$ cat src/rtl/hwpe_cfg_slice_pkg.sv
// -----------------------------------------------------------------------------
// hwpe_cfg_slice_pkg
//
// Shared types and constants for the HWPE configuration slice.
//   cfg_req_t      : one buffered configuration request (add/wen/wdata/be/id)
//   cfg_rsp_t      : one upstream response (rdata/opc/id)
//   issue_state_e  : states of the downstream issue FSM
//   TIMEOUT_RDATA  : read data returned when a downstream response times out
//
// The struct widths are the package defaults; the top level re-declares the
// same layout with its own parameters so non-default widths work unchanged.
// -----------------------------------------------------------------------------
package hwpe_cfg_slice_pkg;

    localparam int unsigned CFG_ADDR_W = 32;
    localparam int unsigned CFG_DATA_W = 32;
    localparam int unsigned CFG_ID_W   = 5;
    localparam int unsigned CFG_BE_W   = CFG_DATA_W / 8;

    typedef struct packed {
        logic [CFG_ADDR_W-1:0] add;
        logic                  wen;
        logic [CFG_DATA_W-1:0] wdata;
        logic [CFG_BE_W-1:0]   be;
        logic [CFG_ID_W-1:0]   id;
    } cfg_req_t;

    typedef struct packed {
        logic [CFG_DATA_W-1:0] rdata;
        logic                  opc;
        logic [CFG_ID_W-1:0]   id;
    } cfg_rsp_t;

    typedef enum logic [1:0] {
        ST_IDLE     = 2'd0,
        ST_WAIT_GNT = 2'd1,
        ST_WAIT_RSP = 2'd2
    } issue_state_e;

    localparam logic [31:0] TIMEOUT_RDATA = 32'hDEAD_BEEF;

endpackage

$ cat src/rtl/hwpe_cfg_slice_fifo.sv
// -----------------------------------------------------------------------------
// hwpe_cfg_slice_fifo
//
// Synchronous request FIFO with a registered head output.
//
// Parameters:
//   DEPTH    : number of entries (>= 1)
//   entry_t  : stored packed type (defaults to cfg_req_t)
// Ports:
//   clk, rst : clock, synchronous active-high reset
//   push     : write wdata this cycle (caller guarantees !full)
//   wdata    : entry to write
//   pop      : drop the head this cycle (caller guarantees !empty)
//   head     : oldest entry, held in its own register (reset to zero)
//   full     : no free entry; a same-cycle pop does not clear it
//   empty    : no stored entry
// -----------------------------------------------------------------------------
module hwpe_cfg_slice_fifo
    import hwpe_cfg_slice_pkg::*;
#(
    parameter int unsigned DEPTH   = 2,
    parameter type         entry_t = cfg_req_t
) (
    input  logic   clk,
    input  logic   rst,
    input  logic   push,
    input  entry_t wdata,
    input  logic   pop,
    output entry_t head,
    output logic   full,
    output logic   empty
);

    localparam int unsigned PTR_W = (DEPTH > 1) ? $clog2(DEPTH) : 1;
    localparam int unsigned CNT_W = $clog2(DEPTH + 1);

    entry_t           mem [DEPTH];
    logic [PTR_W-1:0] wr_ptr;
    logic [PTR_W-1:0] rd_ptr;
    logic [PTR_W-1:0] rd_ptr_nxt;
    logic [CNT_W-1:0] count;

    function automatic logic [PTR_W-1:0] ptr_inc(input logic [PTR_W-1:0] p);
        if (p == PTR_W'(DEPTH - 1)) begin
            return '0;
        end
        return p + PTR_W'(1);
    endfunction

    assign rd_ptr_nxt = ptr_inc(rd_ptr);
    assign full       = (count == CNT_W'(DEPTH));
    assign empty      = (count == '0);

    // Storage carries no reset; validity is tracked by count.
    always_ff @(posedge clk) begin
        if (push) begin
            mem[wr_ptr] <= wdata;
        end
    end

    always_ff @(posedge clk) begin
        if (rst) begin
            wr_ptr <= '0;
            rd_ptr <= '0;
            count  <= '0;
            head   <= '0;
        end else begin
            if (push) begin
                wr_ptr <= ptr_inc(wr_ptr);
            end
            if (pop) begin
                rd_ptr <= rd_ptr_nxt;
            end
            case ({push, pop})
                2'b10:   count <= count + CNT_W'(1);
                2'b01:   count <= count - CNT_W'(1);
                default: count <= count;
            endcase

            // Head mirrors mem[rd_ptr]. When the FIFO is about to hold a
            // single fresh entry, the write data is forwarded straight in,
            // since mem is not yet written at this edge.
            if (pop) begin
                if (count > CNT_W'(1)) begin
                    head <= mem[rd_ptr_nxt];
                end else if (push) begin
                    head <= wdata;
                end
            end else if (push && (count == '0)) begin
                head <= wdata;
            end
        end
    end

endmodule

$ cat src/rtl/hwpe_cfg_slice.sv
// -----------------------------------------------------------------------------
// hwpe_cfg_slice
//
// Registered decoupling stage between a cluster peripheral-interconnect HWPE
// slot and the configuration slave port of one HWPE wrapper. Requests are
// buffered (DEPTH entries), issued downstream one at a time, and each
// response is returned upstream as a one-cycle pulse tagged with the
// original transaction ID.
//
// Optional feature macro: HWPE_CFG_SLICE_TIMEOUT_EN
//   When defined, a downstream response that has not arrived TIMEOUT_CYCLES
//   cycles after the grant is answered locally with opc=1 and
//   rdata=TIMEOUT_RDATA; a late response then counts as spurious.
//
// Ports:
//   clk, rst                 : clock, synchronous active-high reset
//   s_req/s_add/s_wen/s_wdata/s_be/s_id : upstream request (wen=1 is a read)
//   s_gnt                    : upstream grant (combinational: s_req & !full)
//   s_r_valid/s_r_rdata/s_r_opc/s_r_id  : upstream response (registered)
//   m_req/m_add/m_wen/m_wdata/m_be/m_id : request to the HWPE cfg slave
//   m_gnt                    : grant from the HWPE
//   m_r_valid/m_r_rdata/m_r_opc          : response from the HWPE
//   spurious_err             : sticky, set on a response with nothing pending
// -----------------------------------------------------------------------------
module hwpe_cfg_slice
    import hwpe_cfg_slice_pkg::*;
#(
    parameter int unsigned DEPTH          = 2,
    parameter int unsigned ADDR_WIDTH     = 32,
    parameter int unsigned DATA_WIDTH     = 32,
    parameter int unsigned ID_WIDTH       = 5,
    parameter int unsigned TIMEOUT_CYCLES = 1024
) (
    input  logic                    clk,
    input  logic                    rst,

    input  logic                    s_req,
    input  logic [ADDR_WIDTH-1:0]   s_add,
    input  logic                    s_wen,
    input  logic [DATA_WIDTH-1:0]   s_wdata,
    input  logic [DATA_WIDTH/8-1:0] s_be,
    input  logic [ID_WIDTH-1:0]     s_id,
    output logic                    s_gnt,

    output logic                    s_r_valid,
    output logic [DATA_WIDTH-1:0]   s_r_rdata,
    output logic                    s_r_opc,
    output logic [ID_WIDTH-1:0]     s_r_id,

    output logic                    m_req,
    output logic [ADDR_WIDTH-1:0]   m_add,
    output logic                    m_wen,
    output logic [DATA_WIDTH-1:0]   m_wdata,
    output logic [DATA_WIDTH/8-1:0] m_be,
    output logic [ID_WIDTH-1:0]     m_id,
    input  logic                    m_gnt,

    input  logic                    m_r_valid,
    input  logic [DATA_WIDTH-1:0]   m_r_rdata,
    input  logic                    m_r_opc,

    output logic                    spurious_err
);

    localparam int unsigned BE_WIDTH = DATA_WIDTH / 8;

    // Same layout as cfg_req_t, sized by this instance's parameters.
    typedef struct packed {
        logic [ADDR_WIDTH-1:0] add;
        logic                  wen;
        logic [DATA_WIDTH-1:0] wdata;
        logic [BE_WIDTH-1:0]   be;
        logic [ID_WIDTH-1:0]   id;
    } req_t;

    req_t                fifo_wdata;
    req_t                fifo_head;
    logic                fifo_full;
    logic                fifo_empty;
    logic                push;
    logic                pop;

    issue_state_e        state_q;
    issue_state_e        state_d;

    logic                capture;
    logic                spurious;
    logic                tmo_fire;
    logic [ID_WIDTH-1:0] cur_id_q;

    // -------------------------------------------------------------------------
    // Upstream accept and request buffer
    // -------------------------------------------------------------------------
    assign s_gnt = s_req & ~fifo_full;
    assign push  = s_gnt;

    assign fifo_wdata = '{add: s_add, wen: s_wen, wdata: s_wdata, be: s_be, id: s_id};

    hwpe_cfg_slice_fifo #(
        .DEPTH   (DEPTH),
        .entry_t (req_t)
    ) i_fifo (
        .clk   (clk),
        .rst   (rst),
        .push  (push),
        .wdata (fifo_wdata),
        .pop   (pop),
        .head  (fifo_head),
        .full  (fifo_full),
        .empty (fifo_empty)
    );

    // The registered FIFO head drives the downstream fields directly, so they
    // stay stable for the whole WAIT_GNT stall.
    assign m_add   = fifo_head.add;
    assign m_wen   = fifo_head.wen;
    assign m_wdata = fifo_head.wdata;
    assign m_be    = fifo_head.be;
    assign m_id    = fifo_head.id;

    // -------------------------------------------------------------------------
    // Issue FSM: state register
    // -------------------------------------------------------------------------
    always_ff @(posedge clk) begin
        if (rst) begin
            state_q <= ST_IDLE;
        end else begin
            state_q <= state_d;
        end
    end

    // -------------------------------------------------------------------------
    // Issue FSM: next state
    // -------------------------------------------------------------------------
    always_comb begin
        state_d = state_q;
        case (state_q)
            // A push this cycle counts as non-empty: the head register is
            // loaded at the same edge, which gives m_req one cycle after
            // acceptance.
            ST_IDLE: begin
                if (!fifo_empty || push) begin
                    state_d = ST_WAIT_GNT;
                end
            end
            ST_WAIT_GNT: begin
                if (m_gnt) begin
                    state_d = ST_WAIT_RSP;
                end
            end
            ST_WAIT_RSP: begin
                if (m_r_valid || tmo_fire) begin
                    state_d = ST_IDLE;
                end
            end
            default: state_d = ST_IDLE;
        endcase
    end

    // -------------------------------------------------------------------------
    // Issue FSM: outputs
    // -------------------------------------------------------------------------
    always_comb begin
        m_req    = 1'b0;
        pop      = 1'b0;
        capture  = 1'b0;
        spurious = 1'b0;
        case (state_q)
            ST_WAIT_GNT: begin
                m_req    = 1'b1;
                pop      = m_gnt;
                spurious = m_r_valid;
            end
            ST_WAIT_RSP: begin
                capture  = m_r_valid;
            end
            default: begin
                spurious = m_r_valid;
            end
        endcase
    end

    // -------------------------------------------------------------------------
    // Response timeout
    // -------------------------------------------------------------------------
`ifdef HWPE_CFG_SLICE_TIMEOUT_EN
    localparam int unsigned TMO_W = $clog2(TIMEOUT_CYCLES + 1);

    logic [TMO_W-1:0] tmo_cnt;

    // The count starts at 1 on the grant cycle, so it equals the number of
    // cycles since m_gnt. Firing at TIMEOUT_CYCLES-1 places the local
    // response exactly TIMEOUT_CYCLES cycles after the grant.
    always_ff @(posedge clk) begin
        if (rst) begin
            tmo_cnt <= '0;
        end else if (pop) begin
            tmo_cnt <= TMO_W'(1);
        end else if (state_q == ST_WAIT_RSP) begin
            tmo_cnt <= tmo_cnt + TMO_W'(1);
        end
    end

    // A real response in the same cycle wins over the timeout.
    assign tmo_fire = (state_q == ST_WAIT_RSP) && !m_r_valid &&
                      (tmo_cnt == TMO_W'(TIMEOUT_CYCLES - 1));

    function automatic logic [DATA_WIDTH-1:0] timeout_rdata();
        return DATA_WIDTH'(TIMEOUT_RDATA);
    endfunction
`else
    logic unused_timeout_cycles;

    assign tmo_fire              = 1'b0;
    assign unused_timeout_cycles = ^TIMEOUT_CYCLES;
`endif

    // -------------------------------------------------------------------------
    // Transaction ID, response register, error flag
    // -------------------------------------------------------------------------
    always_ff @(posedge clk) begin
        if (rst) begin
            cur_id_q     <= '0;
            s_r_valid    <= 1'b0;
            s_r_rdata    <= '0;
            s_r_opc      <= 1'b0;
            s_r_id       <= '0;
            spurious_err <= 1'b0;
        end else begin
            if (pop) begin
                cur_id_q <= m_id;
            end

            s_r_valid <= 1'b0;
            if (capture) begin
                s_r_valid <= 1'b1;
                s_r_rdata <= m_r_rdata;
                s_r_opc   <= m_r_opc;
                s_r_id    <= cur_id_q;
            end
`ifdef HWPE_CFG_SLICE_TIMEOUT_EN
            else if (tmo_fire) begin
                s_r_valid <= 1'b1;
                s_r_rdata <= timeout_rdata();
                s_r_opc   <= 1'b1;
                s_r_id    <= cur_id_q;
            end
`endif

            if (spurious) begin
                spurious_err <= 1'b1;
            end
        end
    end

endmodule

$ cat config.mk
export PLATFORM = sky130hd
export DESIGN_NAME = hwpe_cfg_slice
export DESIGN_NICKNAME = d
export VERILOG_FILES = /design/src/rtl/hwpe_cfg_slice_pkg.sv /design/src/rtl/hwpe_cfg_slice_fifo.sv /design/src/rtl/hwpe_cfg_slice.sv
export SDC_FILE = /design/constraint.sdc
export NUM_CORES = 1
export LEC_CHECK = 0
export CORE_AREA = 2 2 109 217
export CTS_BUF_LIST = sky130_fd_sc_hd__clkbuf_16
export DETAILED_ROUTE_END_ITERATION = 16
export DIE_AREA = 0 0 111 219
export DONT_BUFFER_PORTS = 1
export PLACE_DENSITY = 0.71
export SLEW_MARGIN = 20
export SYNTH_ARGS = -nofsm -noshare
export SYNTH_HDL_FRONTEND = slang
export SYNTH_HIERARCHICAL = 1
export SYNTH_SLANG_ARGS = --single-unit
$ cat constraint.sdc
create_clock -name clk -period 11.4 [get_ports clk]
set_input_delay 1.71 -clock clk [delete_from_list [all_inputs] [get_ports clk]]
set_output_delay 1.71 -clock clk [all_outputs]
set_load 0.005 [all_outputs]
== After elaboration in Yosys (flattened, before gate mapping) ==
Memory sizes are Yosys's and may differ from the RTL's.
Cells that the tools add are included.
Cells by class
  reductions and logical operators: 9
  muxes and demuxes: 24
  shift-type cells: 0
  multipliers: 0
  div/mod/pow operators: 0
  add/subtract/negate cells: 4
  bitwise operators: 2
  equal/unequal tests: 9
  $lt $le $gt $ge: 1
Operator list (count)
  74-bit 2-to-1 mux: 4
  1-bit 2-to-1 mux: 15
  2-bit equality test (second input constant): 3
  2-bit 2-to-1 mux: 3
  2-bit != test (second input constant): 3
  2-bit one-hot mux with 3 select lines: 1
  2-bit by 1-bit equality test with 1-bit output (second input constant): 2
  2-bit logical NOT: 2
  2-bit one-hot mux with 2 select lines: 1
  2-bit nonzero test: 2
  3-bit by 2-bit != test with 1-bit output (second input constant): 1
  3-bit AND reduction: 1
  1-bit adder (second input constant): 2
  2-bit by 1-bit adder with 2-bit output (second input constant): 1
  2-bit by 1-bit greater-than comparator with 1-bit output (second input constant): 1
  2-bit AND reduction: 1
  2-bit by 1-bit subtractor with 2-bit output (second input constant): 1
  1-bit AND: 1
  1-bit logical AND: 1
  1-bit logical NOT: 1
  1-bit logical OR: 1
  1-bit inverter: 1
Storage, ports and cells
  input bits: 112
  latch bits: 0
  output and inout port bits: 116
  memory bits (writable): 148
  logic and storage cells: 65
  flip-flop bits (word level): 125
  memories kept: 1
  memory bits (read-only): 0
Memory list
  i_fifo.mem: words 2, width 74, read ports 1, clocked after memory_dff 0, write ports 1, RTL line hwpe_cfg_slice_fifo.sv:37  | entry_t mem [DEPTH];

== Longest topological paths before layout ==
  depth in word-level cells: 6
  gate-level depth with buffers: 9
  mapped depth without buffers: 8

== Hierarchy ==
Netlist, hierarchy kept.
Modules (own cells, without submodules)
  hwpe_cfg_slice_fifo: times used 1, seq. area each 6005.8 um2, area an instance 8833.5 um2, cells each 587
  hwpe_cfg_slice: times used 1, seq. area each 940.9 um2, area an instance 1657.8 um2, cells each 198

== Worst setup path before layout ==
Ideal clock, no wire load.
  path type: input to register
  start point: input port s_req
  end point: memory i_fifo/mem[0][0] (netlist bit) (enable)
  path slack: 5.655 ns
  buffers on the path: 0
  library setup time: 0.507 ns
  stages: 3
  data required time: 10.893 ns
  arrival time: 5.238 ns
  path through: nor2b_1 -> inv_1 -> nor2_1
Between the ends
  word-level cells in the longest chain between the ends: 3
RTL lines
  from (decl): RTL line hwpe_cfg_slice.sv:37  | input logic s_req,
  1-bit AND: RTL line hwpe_cfg_slice.sv:94  | assign s_gnt = s_req & ~fifo_full;
  1-bit 2-to-1 mux: RTL line hwpe_cfg_slice_fifo.sv:56  | if (push) begin
  1-bit 2-to-1 mux (implied by the code): RTL line hwpe_cfg_slice_fifo.sv:57  | mem[wr_ptr] <= wdata;
  to (decl): RTL line hwpe_cfg_slice_fifo.sv:37
Every way passes these cells.

== Worst setup path after layout ==
  start point: input port s_req
  end point: register i_fifo/head[58] (netlist bit)
Between the ends
  word-level cells in the longest chain between the ends: 4
  elaborated cells between the ends (all ways): 5
  those cells by class: eq/ne (1); bitwise (1); reduce/logical (3)
RTL lines
  1-bit AND *: RTL line hwpe_cfg_slice.sv:94
  1-bit logical AND: RTL line hwpe_cfg_slice_fifo.sv:89  | end else if (push && (count == '0)) begin
  2-bit nonzero test (no source line)
  2-bit AND reduction (no source line) *
  to (signal assigned): RTL line hwpe_cfg_slice_fifo.sv:85  | head <= mem[rd_ptr_nxt];
  to (signal assigned): RTL line hwpe_cfg_slice_fifo.sv:87  | head <= wdata;
  to (signal assigned): RTL line hwpe_cfg_slice_fifo.sv:90  | head <= wdata;
  to (decl): RTL line hwpe_cfg_slice_fifo.sv:29  | output entry_t head,
Mark *: on every way between the ends. The rest lies on a longest branch, timed or not.
A chain may end at the register's enable or synchronous reset.

==> summary.txt <==
Power
  – VDD IR max: between 150 and 200 uV
  – Clk network pwr share: between 30 and 40%
  – Switching share of total power: 28.2%
  – Logic pwr share: approximately 17%
  – Pleak: 3.69 nW
  – Internal: 0.00184 W
  – Pwr dens: 227 nW/um2
  – Sequential share of power: 52.6%
  – Psw: just over 0.0007 W

Final layout
  – Footprint of the multi-input gates: 3120 um2
  – Diode count: 0
  – Fill cells: approximately 1,900
  – Nets: 883
  – Share of layout cells above drive strength 1: 16.7%
  – Register area: approximately 7000 um2
  – Synthesis-to-finish area growth: 7.89%

Worst setup path
  – WP buf/inv: 2
  – Number of cells on the worst reg-to-reg path: 8
  – Crit path kind: in -> reg
  – Worst flop-to-flop path startpoint: i_fifo/count[0]
  – CP Capture Type: flop
  – Worst path slowest cell: a21oi_4
  – CP cell instances: nor2b_1, inv_1, ha_1, a21oi_4, buf_4, o22ai_1
  – Top Family by Delay on Critical Path: compound AO/OA/AOI/OAI gates
  – Arr. time, crit path: ~4.3 ns
  – Critical Path Fanout Max: 40
  – Worst path max stage delay: roughly 0.84 ns
  – Worst setup startpoint: s_req
  – Worst Setup Start Kind: primary input
  – Critical Path RT: 11.79 ns
  – Instance count on the critical path: 6

Global routing
  – Initial antenna violation count: 1
  – Vias in the first global route: about 6,200
  – GR Overflow Total: 0
  – Total GRT Usage: 17.6%
  – First-pass GRT wire length: 33,800 um
  – Largest net degree at the start of global routing: 75

STA
  – Final Max Tran Viols: 0
  – Setup TNS: 0 ns
  – Clock skew: 0.0221 ns
  – PnR worst setup slack: 7.50 ns
  – Final setup vio count: 0
  – RSZ-0062 raised after global routing: no
  – Slew headroom: between 20% and 30%
  – Final Hold Vio Count: 0
  – Measured slew at the worst slew-check pin: between 1 and 1.5 ns
  – Final Cycle Share: roughly a third
  – Min cycle time layout: just under 4 ns
  – F_max: 0.257 GHz

Floorplanning
  – FP Rows: 78
  – Core box area: 22,500 um2
  – Initial Utilization: a little under half
  – DIE HEIGHT: 219 um
  – # IOs: 228
  – Die area: about 24,000 um2
  – Die width: 111 um

Hold path
  – Hold WC Path Type: reg -> reg
  – Min-Delay Path Depth: 2
  – Min-delay src: cur_id_q[0]

Route
  – Final WL: 21,900 um
  – 1st-pass router iterations: 4
  – Initial DRC count: between 300 and 400
  – WL per Instance: between 20 and 25 um
  – Via Count: about 5,900
  – Drt via density: 5.56
  – # DRC: 0
  – Detail Route Antenna Nets: 0

Clocking
  – Skew-Pair Late Insertion Delay: 0.53 ns
  – Cts hold-fix bufs: 0
  – CTS root buf: clkbuf_16
  – Clock sink count: 273
  – Post_cts resized: 0
  – H-tree levels: 1
  – Post-CTS Setup Bufs: 0
  – CTS tree: built
  – Worst-path clk slew: 0.07 ns
  – Cts bufs inserted: 23
  – CTS max path bufs: 3

Synthesis
  – Ys async rst share: 0%
  – Most frequent cell after synthesis: nand2_1
  – Synth Flop Type: edfxtp_1
  – Syn Std Cell Area: approximately 10,000 um2
  – Synth Register Bits: 273
  – Area share of the largest cell type after synthesis: 42.4%
  – Main area contributors after synthesis: edfxtp_1 42%, dfxtp_1 24%, mux2_2 7.9%
  – Mean Syn Cell Area: approximately 13 um2
  – Yosys top cell by area: edfxtp_1
  – EDFF count, synth: 148
  – Synth warn: 6
  – Netlist cell types: 29
  – Post-synth top cells: 150 x nand2_1, 148 x edfxtp_1, 125 x dfxtp_1
  – Mapped Cells: a little under 800
  – Seq/Total Area, Yosys: 66.2%
  – Synthesized net count: 901

Place
  – Worst slack, placed: 6.96 ns
  – Final Wtd Congestion: 0.748
  – Detailed placer's ending HPWL: 13,400 um
  – # port buffers: 0

Status
  – Status: completed

Job
  – Max Cap Viol: 0
worst reg2reg max path, delay by kind of cell, from the launching register on:
kind	cells	cell delay, ns
AOI/OAI and AO/OA	2	1.02
buffers and inverters	3	0.88
adders and majority gates	2	0.48
and+or+nand+nor	1	0.45
DFF	1	0.37
metal layers:
layer / up-vias / wire length [um] / track usage, %
li1: 2808 / - / -
met1: 2817 / 7940 / 18.7
met2: 233 / 11400 / 32.6
met3: 56 / 1590 / 4.50
met4: 2 / 935 / 8.13
met5: - / 7 / 0
logic make-up (layout without fill, tap and decap cells):
family / after synthesis / count (layout) / share of synthesized area [%]
mux: 153 / 153 / 15.5
flops: 273 / 273 / 66.2
fa+ha+maj: 4 / 4 / 0.477
buf+inv: 59 / 58 / 4.27
xor+xnor: 4 / 4 / 0.334
simple gates: 173 / 173 / 6.57
compound gates: 119 / 119 / 6.65
registers in the layout, indices dropped and copies added, names as in the netlist:
register       flops
s_r_rdata         32
state_q            2
i_fifo/head       74
s_r_opc            1
s_r_id             5
s_r_valid          1
spurious_err       1
i_fifo/rd_ptr      1
cur_id_q           5
i_fifo/count       2
i_fifo/wr_ptr      1
i_fifo/mem       148
placed cells by master, fill, tap and decap left out, drive strengths merged:
master and count:
nand2 150, edfxtp 148, dfxtp 125, mux2i 79, mux2 74, o22ai 74
a21oi 41, clkbuf 24, nor2 12, inv 12, buf 11, clkinv 7
ha 4, nor2b 3, nand2b 2, clkinvlp 2, bufinv 2, xor2 2
xnor2 2, nand3b 2, and3b 2, nor3b 1, a2111oi 1, o21ai 1
and2 1, a211o 1, a211oi 1
worst paths after layout:
check | endpoint | slack (ns)
max | i_fifo/head[58] | 7.50
min | s_r_id[0] | 0.45
max reg2reg | i_fifo/head[58] | 8.05
min reg2reg | s_r_id[0] | 0.45
area by class of cell:
cell class / count / share of cell area, %
well taps: 280 / 3.09
flip-flops and latches: 273 / 61.4
clock inverters: 18 / 1.36
inverters: 5 / 0.166
multi-input cells: 453 / 27.6
repair buffers: 11 / 1.08
clock buffers: 24 / 5.31
metrics by stage:
stage | hold slack [ns] | total power, W | instances | utilization, % | cell area [um2]
final | 0.450 | 0.00257 | 1064 | 50.2 | 11300
after CTS | 0.454 | 0.00260 | 1063 | 50.1 | 11300
after global routing | 0.463 | 0.00269 | 1064 | 50.2 | 11300
after detailed placement | 0.443 | 0.00181 | 1021 | 46.7 | 10500
after floorplan | 0.432 | 0.00169 | 785 | - | 10500
after global placement | 0.436 | 0.00179 | 1020 | 46.6 | 10500
power groups by stage:
stage               Clock (W)  Sequential (W)  Combinational (W)
finish               0.000785         0.00135           0.000432
detailed placement          0         0.00137           0.000435
global route         0.000844         0.00137           0.000478
CTS                  0.000810         0.00135           0.000436
global placement            0         0.00137           0.000418
floorplan                   0         0.00133           0.000362
Power figures use the tool's default switching activity.
